### src/rtl/imem_boot_pkg.sv
// Shared types for the instruction-memory boot controller.
//   state_t : FSM state codes as seen on the state output
//   err_t   : error codes as seen on the err_code output
//   max_words(depth) : largest legal payload length for a 2**depth word memory
package imem_boot_pkg;

    typedef enum logic [2:0] {
        ST_IDLE = 3'd0,
        ST_LOAD = 3'd1,
        ST_CSUM = 3'd2,
        ST_RUN  = 3'd3,
        ST_HALT = 3'd4,
        ST_ERR  = 3'd5
    } state_t;

    typedef enum logic [1:0] {
        ERR_NONE   = 2'd0,
        ERR_BADLEN = 2'd1,
        ERR_BADSUM = 2'd2,
        ERR_ABORT  = 2'd3
    } err_t;

    function automatic logic [31:0] max_words(input int unsigned depth);
        return 32'd1 << depth;
    endfunction

endpackage

### src/rtl/imem_boot_ctrl_frame_rx.sv
// Frame receiver: qualifies stream beats against the current FSM state, keeps
// the payload length, word counter and running checksum.
//   clk, reset       : clock, synchronous active-high reset
//   i_data/i_valid   : host stream word and valid
//   i_ready          : registered ready from the top (beat = valid && ready)
//   i_stop           : host stop; a beat in the same cycle is dropped
//   i_state          : current FSM state
//   o_hdr_ok/bad     : header beat in IDLE with legal / illegal length
//   o_payload_beat   : payload beat accepted in LOAD
//   o_last_payload   : this payload beat completes the frame
//   o_csum_beat      : checksum beat in CSUM; o_csum_match says it equals the sum
//   o_count          : payload words accepted in the current or last load
module boot_frame_rx
    import imem_boot_pkg::*;
#(
    parameter int unsigned DEPTH = 12
) (
    input  logic          clk,
    input  logic          reset,
    input  logic [31:0]   i_data,
    input  logic          i_valid,
    input  logic          i_ready,
    input  logic          i_stop,
    input  state_t        i_state,
    output logic          o_hdr_ok,
    output logic          o_hdr_bad,
    output logic          o_payload_beat,
    output logic          o_last_payload,
    output logic          o_csum_beat,
    output logic          o_csum_match,
    output logic [DEPTH:0] o_count
);

    localparam int unsigned CW = DEPTH + 1;

    logic [CW-1:0] r_len;
    logic [CW-1:0] r_count;
    logic [31:0]   r_sum;

    logic          w_beat;
    logic          w_len_legal;
    logic [CW-1:0] w_count_inc;

    // Stop outranks a stream beat, so a beat coinciding with stop is ignored.
    assign w_beat      = i_valid && i_ready && !i_stop;
    assign w_len_legal = (i_data != 32'd0) && (i_data <= max_words(DEPTH));
    assign w_count_inc = r_count + CW'(1);

    assign o_hdr_ok       = w_beat && (i_state == ST_IDLE) && w_len_legal;
    assign o_hdr_bad      = w_beat && (i_state == ST_IDLE) && !w_len_legal;
    assign o_payload_beat = w_beat && (i_state == ST_LOAD);
    assign o_last_payload = o_payload_beat && (w_count_inc == r_len);
    assign o_csum_beat    = w_beat && (i_state == ST_CSUM);
    assign o_csum_match   = (i_data == r_sum);
    assign o_count        = r_count;

    always_ff @(posedge clk) begin
        if (reset) begin
            r_len   <= '0;
            r_count <= '0;
            r_sum   <= '0;
        end else if (o_hdr_ok) begin
            r_len   <= i_data[CW-1:0];
            r_count <= '0;
            r_sum   <= '0;
        end else if (o_payload_beat) begin
            r_count <= w_count_inc;
            r_sum   <= r_sum + i_data;
        end
    end

endmodule

### src/rtl/imem_boot_ctrl.sv
// Program-load and run sequencer for the fetch stage and instruction memory.
// Takes a framed host stream (length, N payload words, checksum), writes the
// payload to instruction memory from START_ADDR upward and, on a good checksum,
// releases the core to run from START_ADDR. Handles host stop and core halt.
//   clk, reset              : clock, synchronous active-high reset
//   s_data/s_valid/s_ready  : host word stream
//   cmd_stop                : host abort/stop pulse
//   core_halt               : halt request from the core
//   insn_addr/din/we        : instruction memory write port (1 cycle after beat)
//   core_reset, core_run    : core control
//   state, err_code         : status; load_count : words written in last load
module imem_boot_ctrl
    import imem_boot_pkg::*;
#(
    parameter logic [31:0] START_ADDR = 32'h8000_0000,
    parameter int unsigned DEPTH      = 12
) (
    input  logic           clk,
    input  logic           reset,
    input  logic [31:0]    s_data,
    input  logic           s_valid,
    output logic           s_ready,
    input  logic           cmd_stop,
    input  logic           core_halt,
    output logic [31:0]    insn_addr,
    output logic [31:0]    insn_din,
    output logic           insn_we,
    output logic           core_reset,
    output logic           core_run,
    output logic [2:0]     state,
    output logic [1:0]     err_code,
    output logic [DEPTH:0] load_count
);

    state_t      r_state;
    err_t        r_err;
    logic        r_s_ready;
    logic        r_we;
    logic [31:0] r_addr;
    logic [31:0] r_din;
    logic        r_core_reset;
    logic        r_core_run;

    state_t         w_next_state;
    err_t           w_next_err;
    logic           w_hdr_ok;
    logic           w_hdr_bad;
    logic           w_payload_beat;
    logic           w_last_payload;
    logic           w_csum_beat;
    logic           w_csum_match;
    logic [DEPTH:0] w_count;

    boot_frame_rx #(
        .DEPTH (DEPTH)
    ) u_frame_rx (
        .clk            (clk),
        .reset          (reset),
        .i_data         (s_data),
        .i_valid        (s_valid),
        .i_ready        (r_s_ready),
        .i_stop         (cmd_stop),
        .i_state        (r_state),
        .o_hdr_ok       (w_hdr_ok),
        .o_hdr_bad      (w_hdr_bad),
        .o_payload_beat (w_payload_beat),
        .o_last_payload (w_last_payload),
        .o_csum_beat    (w_csum_beat),
        .o_csum_match   (w_csum_match),
        .o_count        (w_count)
    );

    always_comb begin
        w_next_state = r_state;
        w_next_err   = r_err;
        case (r_state)
            ST_IDLE: begin
                if (w_hdr_bad) begin
                    w_next_state = ST_ERR;
                    w_next_err   = ERR_BADLEN;
                end else if (w_hdr_ok) begin
                    w_next_state = ST_LOAD;
                    w_next_err   = ERR_NONE;
                end
            end
            ST_LOAD: begin
                if (cmd_stop) begin
                    w_next_state = ST_ERR;
                    w_next_err   = ERR_ABORT;
                end else if (w_last_payload) begin
                    w_next_state = ST_CSUM;
                end
            end
            ST_CSUM: begin
                if (cmd_stop) begin
                    w_next_state = ST_ERR;
                    w_next_err   = ERR_ABORT;
                end else if (w_csum_beat) begin
                    if (w_csum_match) begin
                        w_next_state = ST_RUN;
                    end else begin
                        w_next_state = ST_ERR;
                        w_next_err   = ERR_BADSUM;
                    end
                end
            end
            ST_RUN: begin
                if (cmd_stop) begin
                    w_next_state = ST_IDLE;
                end else if (core_halt) begin
                    w_next_state = ST_HALT;
                end
            end
            ST_HALT: begin
                if (cmd_stop) begin
                    w_next_state = ST_IDLE;
                end
            end
            ST_ERR: begin
                if (cmd_stop) begin
                    w_next_state = ST_IDLE;
                    w_next_err   = ERR_NONE;
                end
            end
            default: begin
                w_next_state = ST_IDLE;
                w_next_err   = ERR_NONE;
            end
        endcase
    end

    // Status and core controls are decoded from the next state so they line up
    // with r_state in the same cycle rather than lagging it by one.
    always_ff @(posedge clk) begin
        if (reset) begin
            r_state      <= ST_IDLE;
            r_err        <= ERR_NONE;
            r_s_ready    <= 1'b0;
            r_we         <= 1'b0;
            r_addr       <= START_ADDR;
            r_din        <= '0;
            r_core_reset <= 1'b1;
            r_core_run   <= 1'b0;
        end else begin
            r_state      <= w_next_state;
            r_err        <= w_next_err;
            r_s_ready    <= (w_next_state == ST_IDLE) || (w_next_state == ST_LOAD) ||
                            (w_next_state == ST_CSUM);
            r_core_reset <= !((w_next_state == ST_RUN) || (w_next_state == ST_HALT));
            r_core_run   <= (w_next_state == ST_RUN);
            r_we         <= w_payload_beat;
            if (w_payload_beat) begin
                // Address uses the pre-increment count of this beat.
                r_din  <= s_data;
                r_addr <= START_ADDR + (32'(w_count) << 2);
            end
        end
    end

    assign s_ready    = r_s_ready;
    assign insn_we    = r_we;
    assign insn_addr  = r_addr;
    assign insn_din   = r_din;
    assign core_reset = r_core_reset;
    assign core_run   = r_core_run;
    assign state      = r_state;
    assign err_code   = r_err;
    assign load_count = w_count;

endmodule
### config.mk
export PLATFORM = sky130hd
export DESIGN_NAME = imem_boot_ctrl
export DESIGN_NICKNAME = d
export VERILOG_FILES = /design/src/rtl/imem_boot_pkg.sv /design/src/rtl/imem_boot_ctrl_frame_rx.sv /design/src/rtl/imem_boot_ctrl.sv
export SDC_FILE = /design/constraint.sdc
export NUM_CORES = 1
export LEC_CHECK = 0
export CAP_MARGIN = 20
export CORE_MARGIN = 10
export CORE_UTILIZATION = 50
export DETAILED_ROUTE_END_ITERATION = 7
export PLACE_DENSITY_LB_ADDON = 0.1
export SYNTH_ARGS = -nofsm -noshare
export SYNTH_HDL_FRONTEND = slang
export SYNTH_SLANG_ARGS = --single-unit
### constraint.sdc
create_clock -name clk -period 4.3 [get_ports clk]
set_input_delay 1.075 -clock clk [delete_from_list [all_inputs] [get_ports clk]]
set_output_delay 1.075 -clock clk [all_outputs]
set_load 0.01 [all_outputs]
==> metrics list, run 1 <==
- Clock Skew: between 0.009 and 0.01 ns
* Via count of the first global-routing pass: roughly 5900
- Cells resized by post-CTS repair: 0
- The final layout contains routed wiring with a total length of between 15000 and 20000 µm.
- Clock tree synthesis selected as its root buffer the cell clkbuf_16.
- Data on the critical path is required at its endpoint by 4.55 ns.
- Yosys attributes the largest share of cell area to dfxtp_1, nand2_1, a21oi_1, ha_1, xnor2_1.
- Core Util, Final: between 60% and 70%
- Number of design rule violations left after detail routing: 0
- From bottom edge to top edge, the die measures roughly 130 µm.
* Max Slew Vio Count: 0
- HPWL after detailed placement: between 10000 and 15000 µm
* Top post-synthesis cells by count: nand2_1, dfxtp_1, a21oi_1, nor2_1, clkbuf_1
- Dominant cell by count in the synthesized netlist: nand2_1
- Routed wire length per instance: between 15 and 20 µm
* Total area of multi-input combinational cells: ~3800 µm²
- Avg Vias per Cell: 5.62
- Summing every instance area after synthesis gives between 6000 and 7000 µm².
- Number of setup violations in the final report: 0
* Number of antenna violations at the first check in global routing: 0
- Number of violations reported at the end of detailed-routing iteration 0: between 400 and 500
- The critical path goes through clkdlybuf4s50_1 -> ha_1 -> inv_1 -> fa_1 -> and2b_1 -> o2111ai_1 -> and3_1 -> o21a_4 -> or4_4 -> nand3_1 -> a211oi_1 -> a211o_1.
- Headroom to the max-slew limit came out at a little over two fifths.
* Leakage power total: approximately 3.0 nW
* Die X: approximately 130 µm
- The min-delay analysis places its worst path in the category reg -> reg.
* Cell variety after synth: 63
- Cts-stage hold buffer count: 0
- Clock latency on the worst-skew pair, taken at its later pin, is 0.36 ns.
- Global-route wire length before repair: roughly 30000 µm
- In this run the biggest area consumer among cell types represents 35.1% of the synthesized area.
- The finished layout holds around 1100 standard cells, fillers aside.
- The first TritonRoute pass finished after 5 iterations.
- OpenSTA, run right after detailed placement, puts the worst setup slack at between 0.03 and 0.04 ns.
* Non-Filler Cell Area, Final: between 7000 and 8000 µm²
- Max frequency: 256 MHz
* Clock-pin slew on the worst setup and hold paths: approximately 0.070 ns
- Die footprint: approximately 18000 µm²
- Buffer count from post-CTS setup fixing: 0
- Largest voltage drop on the vdd net: roughly 0.00018 V
* Largest net degree at the start of global routing: 77
* Final Hold Vio Count: 0
* First element of the critical path: s_data[0]
* Weighted congestion reported at the end of routability-driven placement: just under 0.9
* # nets final: roughly 970
- Count of clock tree sinks: between 100 and 150
- Summing the sequential cell areas from Yosys gives a little over a third of the chip area.
- Together, buffers and inverters on the worst path number 2.
* Via count: between 6000 and 7000
* Most used flip-flop cell after synthesis: dfxtp_1
- H-tree levels: 3
* Fraction of final layout cells sized beyond drive strength 1: a little under 6%
- In this run the count of I/O pins placed on the die edge is 123.
- Area taken by flip-flops and latches: about 2200 µm²
- The detail route stage leaves a number of antenna-violating nets equal to 0.
* Arrival time of data at the critical path endpoint: about 4.2 ns
* Cell with the largest stage delay on the worst path: or4_4
- Kind of capture point of the worst setup path: flip-flop
- Final TNS setup: 0 ns
* Async S/R FF share, synth: 0%
* CTS Buffer Depth: 2
- Yosys reg bits: about 110
* Final critical delay including setup and external delays: between 3 and 4 ns
- Reg2Reg Setup Slack: between 1 and 1.5 ns
* Cell class contributing the biggest share of worst-path delay: simple AND/OR/NAND/NOR gates
- Power spread over the standard cell area amounts to approximately 270 nW/µm².
- Period utilisation layout: 90.7%
* Outcome: finished, final reports clean
* Cts bufs inserted: 9
- 0 antenna diodes ended up in the layout.
* Post-synth EDFFs: 0
* Average cell area after synthesis: between 7 and 8 µm²
- Global-route usage over all layers: slightly above 20%
* Path type of the worst setup path: in -> reg
- Once routing completed, OpenROAD measured the worst setup slack at between 0.3 and 0.4 ns.
- Global routing finished with a remaining overflow of 0.
* Pin slew with the least headroom to its limit: roughly 0.85 ns
- Worst hold slack across all endpoints: approximately 0.45 ns
* CORE AREA: 12600 µm²
- Layout Area Growth over Synthesis: 22.4%
* Max-cap violations: 0
* Unrepaired setup endpoints after global routing: false
* Reg2reg start: u_frame_rx.r_sum[0]
- Synth Instances: 811
- Input and output buffers added on the ports amount to around 100.
- The startpoint identified for the worst hold timing path is insn_din[12].
* Top fanout value on the critical path: 5
* Fill cell total of the finished layout: 1169
* Cell taking the most area after synthesis: dfxtp_1
* Number of cells after detailed placement: 1059
- Largest stage delay on the critical path: 0.53 ns
* CTS tree: done
- Cell area reported after detailed placement: about 7500 µm²
* Count of warnings emitted by yosys: 0
- The design draws approximately 2.1 mW.
- Starting density of the core: between 50 and 60%
- STA classifies the critical path startpoint as an input pin.
* Floorplan row count: about 40
worst min-delay path, delay by kind of cell, from the launching register on:
| kind | cells | cell delay, ns |
|---|---|---|
| flops | 1 | 0.31 |
| simple gates | 1 | 0.05 |
| compound gates | 1 | 0.05 |
report_power, final:
| part | total, mW | switching [mW] | internal, mW |
|---|---|---|---|
| clock | 0.801 | 0.401 | 0.400 |
| sequential | 1.06 | 0.0118 | 1.05 |
| combinational | 0.253 | 0.147 | 0.106 |
layer usage:
metal / wire length (µm) / global-route usage, %
met1: 8160 / 25.2
met2: 8470 / 32.8
met3: 1010 / 5.15
met4: 340 / 6.72
met5: 0 / 0
registers in the layout (all words and copies together) (netlist names):
signal	cells
insn_din	32
core_reset	1
insn_we	1
u_frame_rx.o_count	13
err_code	2
s_ready	1
core_run	1
u_frame_rx.r_len	13
state	3
u_frame_rx.r_sum	32
insn_addr	13
layout make-up:
cell class                      instances  share of cell area, %
Sequential cell                       112                   28.7
Clock buffer                            9                   2.88
Multi-Input combinational cell        636                   49.1
Clock inverter                          6                  0.704
Timing Repair Buffer                  124                   15.1
Tap cell                              172                   2.75
Inverter                               15                  0.720
logic make-up (layout without fill, tap and decap cells):
| group | Yosys count | count (layout) | synth area share [%] |
|---|---|---|---|
| buf+inv | 80 | 154 | 5.95 |
| fa+ha+maj | 33 | 33 | 6.58 |
| simple gates | 328 | 328 | 23.8 |
| flops | 112 | 112 | 35.1 |
| xor+xnor | 48 | 48 | 6.58 |
| compound gates | 193 | 193 | 19.5 |
| other cells | 2 | 19 | 0.118 |
| mux | 15 | 15 | 2.35 |
layout by cell type, fill, tap and decap left out, drive strengths merged, types with 7 or more instances in the layout:
cell           instances
nor4                  17
nand2b                 7
a211o                  7
nor3                  16
buf                   22
inv                   17
nor2                  64
dfxtp                112
conb                  19
mux2i                 15
o21ai                 20
ha                    32
a21o                  16
nand4                 12
xor2                  18
nand2                145
clkbuf                 9
a31oi                  8
a211oi                 8
clkdlybuf4s50        102
o211ai                 9
nand3                 29
xnor2                 30
a21oi                 94
and3                   8
worst paths after layout:
path,cells past startpoint,to
max reg2reg,11,u_frame_rx.r_sum[30]
min reg2reg,2,insn_din[12]
min,2,insn_din[12]
max,12,u_frame_rx.r_sum[30]
(Power assumes the default switching activity.)
==> run 2: changes to the inputs <==
- RECOVER_POWER: unset -> 50
==> run 2 against run 1 <==
Against the previous run:
- clock skew fell by 0.00085 ns
- final area barely moved
- global-route usage did not move
- power fell by 0.21%
- utilization fell by 0.060 points
- register-to-register slack barely moved
- sequential cell count did not move
- die area did not move
- wire length fell by 0.51%
- clock-buffer cell count did not move
- combinational power fell by 2%
- first-iteration DRC count rose by 7.4%
==> metrics list, run 2 (same netlist as run 1, synthesis figures left out) <==
- The number of post-CTS setup repair buffers is 0 (unchanged).
- The power per cell area was 270 nW/µm² (was 271 nW/µm²).
- The x dimension of the die was 133 µm (unchanged).
- Worst slack, placed: 0.0306 ns (unchanged)
- The total clock buffers created by CTS came to 9 (unchanged).
- Pin slew with the least headroom to its limit: 0.822 ns (was 0.846 ns)
* Most frequent standard cell in the layout excluding fill and tap cells: nand2_1 (unchanged)
* Global-route wire length before repair: 29800 µm (unchanged)
- The number of hold buffers added after CTS was 0 (unchanged).
- Outcome: finished, final reports clean (unchanged).
- The category of the critical setup timing path is in -> reg (unchanged).
- HPWL after detailed placement: 13400 µm (unchanged)
- Floorplan row count: 41 (unchanged)
- The kind of end point of the critical path was a flip-flop (unchanged).
- Number of cells after detailed placement: 1059 (unchanged)
- The highest attainable clock frequency came to 257 MHz (was 256 MHz).
- Routed wire length per instance: 16.7 µm (about the same)
- Number of antenna-violating nets in the routed design: 0 (unchanged)
* Setup WS post-layout: 0.405 ns (was 0.399 ns)
* Relative max-transition margin: 45.2% (was 43.6%)
- The floorplan core area is 12600 µm² (unchanged).
- The post-layout net count was 968 (unchanged).
- Required time at the worst-slack endpoint: 4.55 ns (about the same)
* Fraction of final layout cells sized beyond drive strength 1: 5.76% (was 5.88%)
* Cells resized by post-CTS repair: 0 (unchanged)
* Clock Skew: 0.00905 ns (was 0.00990 ns)
- The leakage power is 3.27 nW (was 3.04 nW).
- The starting density of the core came to 50.8% (unchanged).
* Number of violations reported at the end of detailed-routing iteration 0: 480 (was 447)
* Max-cap violations: 0 (unchanged)
- Arrival time of data at the critical path endpoint: 4.15 ns (about the same)
* Post-Route WL: 17900 µm (was 18000 µm)
* Max Slew Vio Count: 0 (unchanged)
- The area added between synthesis and finish was 22.3% (was 22.4%).
- Final critical delay including setup and external delays: 3.90 ns (about the same)
- Unrepaired setup endpoints after global routing: false (unchanged).
* Clock-pin slew on the worst setup and hold paths: 0.07 ns (about the same)
* CTS Buffer Depth: 2 (unchanged)
* Number of port buffers: 103 (unchanged)
- Clock root buffer master: clkbuf_16 (unchanged)
* Startpoint types: input pin (unchanged)
- Core Util, Final: 62.1% (was 62.2%)
- Number of design rule violations left after detail routing: 0 (unchanged)
- The latest clock arrival within the worst-skew pair was 0.36 ns (about the same).
- Count of clock tree sinks: 112 (unchanged)
- Largest voltage drop on the vdd net: 0.000176 V (about the same)
* Total iterations of the first detailed-routing run: 5 (unchanged)
- Period utilisation layout: 90.6% (was 90.7%)
- The antenna diode count came to 0 (unchanged).
- The overall die area came to 17700 µm² (unchanged).
- The placer congestion estimate came to 0.894 (unchanged).
- The residual overflow from global routing is 0 (unchanged).
* Die height: 133 µm (unchanged)
- The reg-to-reg setup timing slack came to 1.27 ns (about the same).
* Number of setup violations in the final report: 0 (unchanged)
- The final instance count without filler cells is 1074 (unchanged).
* CTS tree: done (unchanged)
- Number of primary I/O pins: 123 (unchanged)
* Via count: 6008 (was 6033)
* Most used cells in the layout excluding fill and tap cells: nand2_1, dfxtp_1, a21oi_1 (was nand2_1, dfxtp_1, clkdlybuf4s50_1)
* Top fanout value on the critical path: 5 (unchanged)
* Global-route usage over all layers: 20.1% (unchanged)
- Final Hold Vio Count: 0 (unchanged)
- The filler cell count in the final layout was 1171 (was 1169).
* Avg Vias per Cell: 5.59 (was 5.62)
* Largest net degree at the start of global routing: 77 (unchanged)
* Number of antenna violations at the first check in global routing: 0 (unchanged)
- The total negative slack is 0 ns (unchanged).
- The worst hold slack across all endpoints came to 0.451 ns (was 0.454 ns).
* H-tree levels: 3 (unchanged)
* Hold Crit Class: reg -> reg (unchanged)
- The number of global-route vias before repair came to 5893 (unchanged).
==> run 2: cell types whose count changed in the layout (fill, tap and decap cells not counted), sizes merged <==
cell	change
dlygate4sd3	+68
clkdlybuf4s50	-68
==> run 2: stage by stage <==
| stage | total power, mW | cell area (µm²) |
|---|---|---|
| after floorplan | 1.23 | 6450 |
| after global placement | 1.33 | 7540 |
| after detailed placement | 1.33 | 7540 |
| after CTS | 2.13 | 7820 |
| after global routing | 2.20 | 7810 |
| final | 2.11 | 7810 |
==> run 2: layout make-up <==
| type | instances | area, µm² | area share [%] |
|---|---|---|---|
| timing repair buffer | 124 | 1180 | 15.2 |
| clock buffer | 9 | 225 | 2.88 |
| multi-input combinational | 636 | 3830 | 49.1 |
| inverter | 15 | 56.3 | 0.721 |
| clock inverter | 6 | 55.1 | 0.705 |
| tap | 172 | 215 | 2.76 |
| sequential | 112 | 2240 | 28.7 |
==> run 2: worst paths after layout <==
kind                     endpoint                 from  depth (start not counted)
max          u_frame_rx.r_sum[30]            s_data[0]                         12
min                  insn_din[12]         insn_din[12]                          2
max reg2reg  u_frame_rx.r_sum[30]  u_frame_rx.r_sum[0]                         11
min reg2reg          insn_din[12]         insn_din[12]                          2
==> run 2: power by group <==
group	internal [mW]	leakage (nW)	total, mW	switching [mW]
logic	0.102	2.22	0.248	0.146
clock network	0.400	0.138	0.803	0.403
registers	1.05	0.903	1.06	0.0112
total	1.55	3.27	2.11	0.560
==> run 2: critical path: stages <==
cell	delay, ns
clkdlybuf4s50_1	0.48
ha_1	0.21
inv_1	0.07
fa_1	0.37
and2b_1	0.24
o2111ai_1	0.14
and3_1	0.23
o21a_4	0.24
or4_4	0.53
nand3_1	0.18
a211oi_1	0.10
a211o_1	0.27
==> run 2: per-layer routing <==
| metal | wire length [µm] | share of wire, % | track usage, % |
|---|---|---|---|
| met1 | 8000 | 45 | 25.2 |
| met2 | 8470 | 47 | 32.8 |
| met3 | 1090 | 6.1 | 5.15 |
| met4 | 331 | 1.9 | 6.72 |
| met5 | 0 | 0 | 0 |
